==> config.mk <==
export PLATFORM = sky130hd
export DESIGN_NAME = interleaver_branch_sched_flat
export DESIGN_NICKNAME = d
export VERILOG_FILES = /design/src/rtl/interleaver_pkg.sv /design/src/rtl/interleaver_branch_sched_if.sv /design/src/rtl/intlv_mod_counter.sv /design/src/rtl/interleaver_branch_sched.sv /design/src/flat_wrapper.sv
export SDC_FILE = /design/constraint.sdc
export NUM_CORES = 1
export LEC_CHECK = 0
export CORE_UTILIZATION = 48
export DETAILED_ROUTE_END_ITERATION = 6
export MAX_ROUTING_LAYER = met4
export PLACE_DENSITY = 0.79
export SLEW_MARGIN = 0
export SYNTH_ARGS = -nofsm -noshare
export SYNTH_HDL_FRONTEND = slang
export SYNTH_HIERARCHICAL = 1
export SYNTH_SLANG_ARGS = --single-unit
==> constraint.sdc <==
create_clock -name clk -period 2.8 [get_ports clk]
set_input_delay 0.56 -clock clk [delete_from_list [all_inputs] [get_ports clk]]
set_output_delay 0.56 -clock clk [all_outputs]
set_load 0.005 [all_outputs]
==> src/rtl/interleaver_pkg.sv <==
// Shared constants and FSM state type for the convolutional-interleaver branch scheduler.
package interleaver_pkg;
  localparam int NUM_BRANCH = 12;
  localparam int DATA_W     = 8;
  localparam int SEL_W      = 4;
  localparam int PKT_LEN    = 204;
  localparam int MAX_MISS   = 4;
  localparam int CNT_W      = $clog2(PKT_LEN);
  localparam int MISS_W     = $clog2(MAX_MISS);

  typedef enum logic {HUNT, LOCK} state_t;
endpackage

==> src/rtl/interleaver_branch_sched_if.sv <==
// Byte-stream in, branch-tagged byte stream out; slave is the scheduler, master its environment.
interface interleaver_branch_sched_if;
  import interleaver_pkg::*;
  logic                  in_valid;
  logic                  in_ready;
  logic [DATA_W-1:0]     in_data;
  logic                  in_sync;
  logic                  out_valid;
  logic                  out_ready;
  logic [DATA_W-1:0]     out_data;
  logic [SEL_W-1:0]      out_sel;
  logic                  out_first;
  logic [NUM_BRANCH-1:0] branch_we;
  logic                  locked;
  logic                  sync_err;

  modport slave (
    input  in_valid, in_data, in_sync, out_ready,
    output in_ready, out_valid, out_data, out_sel, out_first, branch_we, locked, sync_err
  );
  modport master (
    output in_valid, in_data, in_sync, out_ready,
    input  in_ready, out_valid, out_data, out_sel, out_first, branch_we, locked, sync_err
  );
endinterface

==> src/rtl/intlv_mod_counter.sv <==
// Wrapping modulo-MOD counter. load0 restarts as if position 0 was just consumed (value 1).
module intlv_mod_counter #(
  parameter int MOD = 12,
  parameter int W   = 4
) (
  input  logic         clk,
  input  logic         rst,
  input  logic         inc,
  input  logic         clr,
  input  logic         load0,
  output logic [W-1:0] cnt
);
  always_ff @(posedge clk or posedge rst) begin
    if (rst)        cnt <= '0;
    else if (clr)   cnt <= '0;
    else if (load0) cnt <= W'(1);
    else if (inc)   cnt <= (cnt == W'(MOD-1)) ? '0 : cnt + 1'b1;
  end
endmodule

==> src/rtl/interleaver_branch_sched.sv <==
// 12-branch interleaver commutator: sync hunt/lock FSM, one output register, branch write decode.
// Optional flywheel over missed syncs when INTLV_SYNC_FLYWHEEL_EN is defined.
module interleaver_branch_sched
  import interleaver_pkg::*;
(
  input  logic clk,
  input  logic rst,
  interleaver_branch_sched_if.slave bus
);
  state_t           state, state_nxt;
  logic [SEL_W-1:0] sel_cnt;
  logic [CNT_W-1:0] byte_cnt;
  logic accept, emit, sel_zero, first_nxt, serr_nxt;
  logic cnt_inc, cnt_clr, cnt_load0;
`ifdef INTLV_SYNC_FLYWHEEL_EN
  logic              miss_inc, miss_clr;
  logic [MISS_W-1:0] miss_cnt;
`endif

  assign bus.in_ready = !bus.out_valid || bus.out_ready;
  assign accept       = bus.in_valid && bus.in_ready;
  assign bus.locked   = (state == LOCK);

  always_ff @(posedge clk or posedge rst) begin
    if (rst) state <= HUNT;
    else     state <= state_nxt;
  end

  always_comb begin
    state_nxt = state;
    emit      = 1'b0;
    sel_zero  = 1'b0;
    first_nxt = 1'b0;
    serr_nxt  = 1'b0;
    cnt_inc   = 1'b0;
    cnt_clr   = 1'b0;
    cnt_load0 = 1'b0;
`ifdef INTLV_SYNC_FLYWHEEL_EN
    miss_inc  = 1'b0;
    miss_clr  = 1'b0;
`endif
    if (accept) begin
      case (state)
        HUNT: if (bus.in_sync) begin
          emit = 1'b1; sel_zero = 1'b1; first_nxt = 1'b1;
          cnt_load0 = 1'b1; state_nxt = LOCK;
        end
        LOCK: begin
          if (bus.in_sync) begin
            emit = 1'b1; sel_zero = 1'b1; first_nxt = 1'b1;
`ifdef INTLV_SYNC_FLYWHEEL_EN
            miss_clr = 1'b1;
`endif
            // out-of-place sync realigns the commutator to branch 0
            if (byte_cnt == '0) cnt_inc = 1'b1;
            else begin serr_nxt = 1'b1; cnt_load0 = 1'b1; end
          end else if (byte_cnt != '0) begin
            emit = 1'b1; cnt_inc = 1'b1;
          end else begin
`ifdef INTLV_SYNC_FLYWHEEL_EN
            if (miss_cnt == MISS_W'(MAX_MISS-1)) begin
              state_nxt = HUNT; cnt_clr = 1'b1; miss_clr = 1'b1;
            end else begin
              emit = 1'b1; sel_zero = 1'b1; first_nxt = 1'b1;
              cnt_inc = 1'b1; miss_inc = 1'b1;
            end
`else
            state_nxt = HUNT; cnt_clr = 1'b1;
`endif
          end
        end
        default: state_nxt = HUNT;
      endcase
    end
  end

  intlv_mod_counter #(.MOD(NUM_BRANCH), .W(SEL_W)) u_sel_cnt (
    .clk(clk), .rst(rst), .inc(cnt_inc), .clr(cnt_clr), .load0(cnt_load0), .cnt(sel_cnt)
  );
  intlv_mod_counter #(.MOD(PKT_LEN), .W(CNT_W)) u_byte_cnt (
    .clk(clk), .rst(rst), .inc(cnt_inc), .clr(cnt_clr), .load0(cnt_load0), .cnt(byte_cnt)
  );
`ifdef INTLV_SYNC_FLYWHEEL_EN
  intlv_mod_counter #(.MOD(MAX_MISS), .W(MISS_W)) u_miss_cnt (
    .clk(clk), .rst(rst), .inc(miss_inc), .clr(miss_clr), .load0(1'b0), .cnt(miss_cnt)
  );
`endif

  always_ff @(posedge clk or posedge rst) begin
    if (rst) begin
      bus.out_valid <= 1'b0;
      bus.out_data  <= '0;
      bus.out_sel   <= '0;
      bus.out_first <= 1'b0;
      bus.sync_err  <= 1'b0;
    end else begin
      bus.sync_err <= serr_nxt;
      if (accept) begin
        bus.out_valid <= emit;
        if (emit) begin
          bus.out_data  <= bus.in_data;
          bus.out_sel   <= sel_zero ? '0 : sel_cnt;
          bus.out_first <= first_nxt;
        end
      end else if (bus.out_ready) begin
        bus.out_valid <= 1'b0;
      end
    end
  end

  assign bus.branch_we = (bus.out_valid && bus.out_ready && bus.locked)
                       ? (NUM_BRANCH'(1) << bus.out_sel) : '0;
endmodule

==> src/flat_wrapper.sv <==
// flat-port wrapper written by rule: the top's interface ports become plain ports
module interleaver_branch_sched_flat import interleaver_pkg::*;
  (clk, rst, bus_in_valid, bus_in_data, bus_in_sync, bus_out_ready, bus_in_ready, bus_out_valid, bus_out_data, bus_out_sel, bus_out_first, bus_branch_we, bus_locked, bus_sync_err);
  interleaver_branch_sched_if bus_i ();
  input  logic clk;
  input  logic rst;
  input wire logic [$bits(bus_i.in_valid)-1:0] bus_in_valid;
  input wire logic [$bits(bus_i.in_data)-1:0] bus_in_data;
  input wire logic [$bits(bus_i.in_sync)-1:0] bus_in_sync;
  input wire logic [$bits(bus_i.out_ready)-1:0] bus_out_ready;
  output wire logic [$bits(bus_i.in_ready)-1:0] bus_in_ready;
  output wire logic [$bits(bus_i.out_valid)-1:0] bus_out_valid;
  output wire logic [$bits(bus_i.out_data)-1:0] bus_out_data;
  output wire logic [$bits(bus_i.out_sel)-1:0] bus_out_sel;
  output wire logic [$bits(bus_i.out_first)-1:0] bus_out_first;
  output wire logic [$bits(bus_i.branch_we)-1:0] bus_branch_we;
  output wire logic [$bits(bus_i.locked)-1:0] bus_locked;
  output wire logic [$bits(bus_i.sync_err)-1:0] bus_sync_err;
  assign bus_i.in_valid = bus_in_valid;
  assign bus_i.in_data = bus_in_data;
  assign bus_i.in_sync = bus_in_sync;
  assign bus_i.out_ready = bus_out_ready;
  assign bus_in_ready = bus_i.in_ready;
  assign bus_out_valid = bus_i.out_valid;
  assign bus_out_data = bus_i.out_data;
  assign bus_out_sel = bus_i.out_sel;
  assign bus_out_first = bus_i.out_first;
  assign bus_branch_we = bus_i.branch_we;
  assign bus_locked = bus_i.locked;
  assign bus_sync_err = bus_i.sync_err;
  interleaver_branch_sched u_core (.clk(clk), .rst(rst), .bus(bus_i));
endmodule
# ---- After elaboration in Yosys (flattened, before gate mapping)
# Cells that the tools add are included.
dict set report totals {
  reg_bits 28
  in_bits 13
  out_inout_bits 29
  wordCells 56
}
dict set report op_classes {
  addsub 2
  eq_ne 2
  shifts 1
  n_mux 32
  n_bitwise 1
  n_reduce_logical 10
}
# operator count
set ops {}
lappend ops {{$mux 8} 4}
lappend ops {{$mux 1} 20}
lappend ops {{$mux 4} 5}
lappend ops {{$mux 12} 1}
lappend ops {{$shl 1x4->12 const A} 1}
lappend ops {{$add 8x1->8 const B} 1}
lappend ops {{$eq 8x8->1 const B} 1}
lappend ops {{$logic_not 8->1} 1}
lappend ops {{$reduce_bool 8->1} 1}
lappend ops {{$add 4x1->4 const B} 1}
lappend ops {{$eq 4x4->1 const B} 1}
lappend ops {{$pmux 1 s2} 2}
lappend ops {{$logic_and 1x1->1} 3}
lappend ops {{$reduce_bool 3->1} 1}
lappend ops {{$reduce_and 2->1} 1}
lappend ops {{$reduce_bool 2->1} 1}
lappend ops {{$logic_not 1->1} 1}
lappend ops {{$logic_or 1x1->1} 1}
lappend ops {{$not 1->1} 1}

# ---- Depth between registers and ports, before layout
dict set report depth {
  word_depth 8
  mapped_depth 9
  ltp_nobuf 9
}

# ---- By module
# Netlist, hierarchy kept.
# module n_inst cells_per_inst area_per_inst_um2
set by_module_without_submodules {}
lappend by_module_without_submodules {interleaver_branch_sched 1 84 900.9}
lappend by_module_without_submodules {{intlv_mod_counter at u_core.u_byte_cnt} 1 50 454.2}
lappend by_module_without_submodules {{intlv_mod_counter at u_core.u_sel_cnt} 1 23 225.2}

# ---- Least setup slack after synthesis
# OpenSTA, ideal clock, no wires.
dict set report synth_timing {
  kind {reg2reg}
  start {reg u_core.u_byte_cnt.cnt[0]}
  end {reg u_core.u_byte_cnt.cnt[7]}
  t_arrival_ns 2.268
  slack_ns 0.455
  path_stages_with_launch 10
  path_buffers 0
  synth_period_minus_slack_ns 2.345
  path_cell_list {dfrtp_1 -> nor4_1 -> nand2_1 -> inv_1 -> ha_1 -> nand2_1 -> nor2_1 -> nor3_1 -> or4_1 -> a21oi_1}
}
# item line
set synth_rtl {}
lappend synth_rtl {{start: declaration} intlv_mod_counter.sv:11} ;# output logic [W-1:0] cnt
lappend synth_rtl {{start signal: assignment} intlv_mod_counter.sv:17} ;# else if (inc) cnt <= (cnt == W'(MOD-1)) ? '0 : cnt + 1'b1;
lappend synth_rtl {{$reduce_bool 8->1 *} interleaver_branch_sched.sv:57} ;# end else if (byte_cnt != '0) begin
lappend synth_rtl {{$mux 1 *} interleaver_branch_sched.sv:57}
lappend synth_rtl {{$mux 1 *} interleaver_branch_sched.sv:49} ;# if (bus.in_sync) begin
lappend synth_rtl {{$mux 1 *} interleaver_branch_sched.sv:43} ;# case (state)
lappend synth_rtl {{$mux 1 *} interleaver_branch_sched.sv:42} ;# if (accept) begin
lappend synth_rtl {{net u_core.cnt_clr} interleaver_branch_sched.sv:14} ;# logic cnt_inc, cnt_clr, cnt_load0;
lappend synth_rtl {{$reduce_bool 3->1 (no line) / $mux 8 (equally long branches)} -}
# The timed path passes the listed nets; every way through them passes the cells marked *. The select of a mux whose other input is x is not followed.
# A chain may end at the register's enable or synchronous reset.

# ---- Final worst setup path
dict set report layout_timing {
  start {in bus_out_ready}
  end {out bus_branch_we[0]}
}
dict set report layout_via {
  elab_chain_cells 3
}
# item line
set layout_lines {}
lappend layout_lines {{start: declaration} flat_wrapper.sv:10} ;# input wire logic [$bits(bus_i.out_ready)-1:0] bus_out_ready;
lappend layout_lines {{$logic_and 1x1->1 (2 in a row)} interleaver_branch_sched.sv:111} ;# assign bus.branch_we = (bus.out_valid && bus.out_ready && bus.locked)
lappend layout_lines {{$mux 12} interleaver_branch_sched.sv:112} ;# ? (NUM_BRANCH'(1) << bus.out_sel) : '0;
lappend layout_lines {{end: declaration} flat_wrapper.sv:16} ;# output wire logic [$bits(bus_i.branch_we)-1:0] bus_branch_we;
# Every way passes these cells.

==> impl_metrics.env <==
export IMPL_synth_nets=174
export IMPL_syn_inst=157
export IMPL_syn_area_sq_um=1580
export IMPL_num_antenna_cells=0
export IMPL_fmax_mhz=369
export IMPL_holdCritPathClass="in2async"
export IMPL_ioPinCount=42
export IMPL_cts_resized_gates=0
export IMPL_track_usage=0.222
export IMPL_hold_buffers=0
export IMPL_root_buffer="clkbuf_4"
export IMPL_fp_dieH_um=59.4
export IMPL_p_leak_nw=0.892
export IMPL_gp_congestion=0.863
export IMPL_cts_sinks=28
export IMPL_clkTransAtPathRegs_ns=0.14
export IMPL_clock_latency_ns=0.34
export IMPL_place_inst=245
export IMPL_yosysTopAreaCell="dfrtp_1"
export IMPL_synth_cell_types=39
export IMPL_antenna_found_initial=0
export IMPL_fin_nets=223
export IMPL_dp_slack_ns=0.0586
export IMPL_cellPowerDensity_nw_per_um2=753
export IMPL_rrSetupSlack_ns=0.48
export IMPL_htreeDepth=1
export IMPL_period_share=0.967
export IMPL_relSlewSlack=0.586
export IMPL_ys_ff_latch=28
export IMPL_dominantRegCellSynth="dfrtp_1"
export IMPL_coreArea_sq_um=3080
export IMPL_via_per_inst=5.38
export IMPL_multi_input_area_sq_um=811
export IMPL_ir_worst_vdd_mv=0.386
export IMPL_cp_arrival_ns=2.15
export IMPL_synthToLayoutAreaGrowth_pct=33.9
export IMPL_worstSetupStartpointType="input port"
export IMPL_ys_seq_area_frac=0.443
export IMPL_yosys_warnings=6
export IMPL_r2r_start="u_core/u_byte_cnt/cnt[5]$_DFFE_PP0P_"
export IMPL_worstMarginPinSlew_ns=0.620
export IMPL_portBuffers=41
export IMPL_start_util=0.513
export IMPL_reg2regPathDepth=9
export IMPL_grt_pass1_wl_um=5660
export IMPL_die_w_um=59.4
export IMPL_antenna_left=0
export IMPL_status="finished clean"
export IMPL_setup_viol=0
export IMPL_setup_ws_ns=0.0930
export IMPL_firstDrtPassIters=4
export IMPL_netlist_top_cells_area="dfrtp_1 (44%), mux2_4 (8.6%), nor2_1 (3.6%), a21oi_1 (3.2%), ha_1 (3.2%)"
export IMPL_wl_um=3550
export IMPL_total_power_w=0.00159
export IMPL_worst_hold_slack_ns=0.467
export IMPL_worstReg2RegEnd="u_core/u_byte_cnt/cnt[7]$_DFFE_PP0P_"
export IMPL_period_needed_ns=2.71
export IMPL_critPathKind="in2out"
export IMPL_rows=20
export IMPL_dp_hpwl_um=2710
export IMPL_finalHoldViolations=0
export IMPL_synthArstFlopShare=1.00
export IMPL_num_vias=1339
export IMPL_gr_total_overflow=0
export IMPL_synth_edff_count=0
export IMPL_fin_cells=249
export IMPL_rsz0062_at_grt="no"
export IMPL_drcViolationCount=0
export IMPL_setup_tns_ns=0
export IMPL_crit_fanout=4
export IMPL_clockBufferDepth=2
export IMPL_first_iter_violations=76
export IMPL_wl_per_cell_um=14.3
export IMPL_cts_setup_buffers=0
export IMPL_synthDominantCellAreaShare=0.443
export IMPL_grt_max_degree=17
export IMPL_dieArea_sq_um=3530
export IMPL_grt_pass1_vias=1281
export IMPL_worstPathRequired_ns=2.24
export IMPL_drive_above_1_share=0.132
export IMPL_seqCellArea_sq_um=701
export IMPL_crit_path_end_kind="output pin"
export IMPL_cts_buffers=3
export IMPL_skew_ns=0.0115
export IMPL_n_fill_cell=251
export IMPL_cap_violations=0
export IMPL_slew_violations=0
export IMPL_avgSynthCellArea_sq_um=10.1
export IMPL_cts_tree="built"
cell usage after synthesis, types with 2 or more instances:
cell       n
a21oi_1   10
buf_6      2
dfrtp_1   28
ha_1       4
inv_1     10
mux2_2     3
mux2_4     9
mux2i_1    2
nand2_1   12
nand2b_1   6
nand3_1    5
nand3b_1   2
nand4_1    3
nor2_1    15
nor2b_1    6
nor3_1     5
nor4_1     4
o21ai_0    5
o31ai_1    4
or2_2      2
or4_1      2
routing by layer:
metal	global-route usage	part of all wire	up-vias
met5	-	0	-
met4	0.0918	0.012	0
met3	0.0328	0.033	6
met2	0.396	0.53	29
met1	0.246	0.42	651
li1	-	-	653
cells in the final DEF, fill, tap and decap left out, drive strengths merged, types with 3 or more instances in the layout:
cell,n
dfrtp,28
a21oi,10
o21ai,6
clkbuf,3
nor2,15
nand3,5
nor3,5
nand2,12
inv,11
clkdlybuf4s50,41
mux2,12
nor4,4
nand4,3
o31ai,4
buf,6
nand2b,6
nor2b,6
ha,4
metrics by stage:
| stage | utilization | cell area [sq um] |
|---|---|---|
| 6_report | 0.687 | 2120 |
| 2_1_floorplan | - | 1580 |
| 3_3_place_gp | 0.670 | 2060 |
| 4_1_cts | 0.687 | 2120 |
| 3_5_place_dp | 0.670 | 2060 |
| 5_1_grt | 0.687 | 2120 |
power by group:
part           internal, W  switching [W]  total, W
Sequential        0.000528       0.000156  0.000684
Combinational     0.000392       0.000248  0.000640
Clock             0.000145       0.000124  0.000269
worst max-delay path by stage:
stage,to,slack (ns),from,depth (start not counted)
floorplan,u_core/u_byte_cnt/cnt[7]$_DFFE_PP0P_,0.45,u_core/u_byte_cnt/cnt[0]$_DFFE_PP0P_,9
global placement,u_core/u_byte_cnt/cnt[2]$_DFFE_PP0P_,0.17,bus_in_sync,9
detailed placement,u_core/u_byte_cnt/cnt[2]$_DFFE_PP0P_,0.06,bus_in_sync,9
CTS,bus_branch_we[5],0.10,bus_out_ready,5
global route,bus_branch_we[5],0.02,bus_out_ready,5
finish,bus_branch_we[0],0.09,bus_out_ready,5
cells by family (layout without fill, tap and decap cells):
group,Yosys count,in the layout,share of synthesized area
muxes,14,14,0.120
adders and majority gates,4,4,0.0317
AOI/OAI and AO/OA,30,30,0.135
xor gates and xnor gates,2,2,0.0111
and+or+nand+nor,65,65,0.215
buffers and inverters,14,62,0.0435
DFF,28,28,0.443
worst max-delay path: stages:
cell and delay, ns:
clkdlybuf4s50_1 0.53, nand3b_1 0.14, nand2b_1 0.24, nor3_1 0.15, clkdlybuf4s50_1 0.52
cell type report:
class | instances | area share
sequential | 28 | 0.331
timing repair buffer | 47 | 0.215
tap | 44 | 0.0260
clock inverter | 1 | 0.0142
multi-input combinational | 115 | 0.383
clock buffer | 3 | 0.0106
inverter | 11 | 0.0195
state kept, by name, indices dropped and copies added (netlist names):
signal                 cells
u_core/bus.out_first       1
u_core/bus.sync_err        1
u_core/u_byte_cnt/cnt      8
u_core/u_sel_cnt/cnt       4
u_core/bus.out_data        8
u_core/bus.out_sel         4
u_core/bus.locked          1
u_core/bus.out_valid       1
No activity file was read; power rests on OpenSTA's default activity.
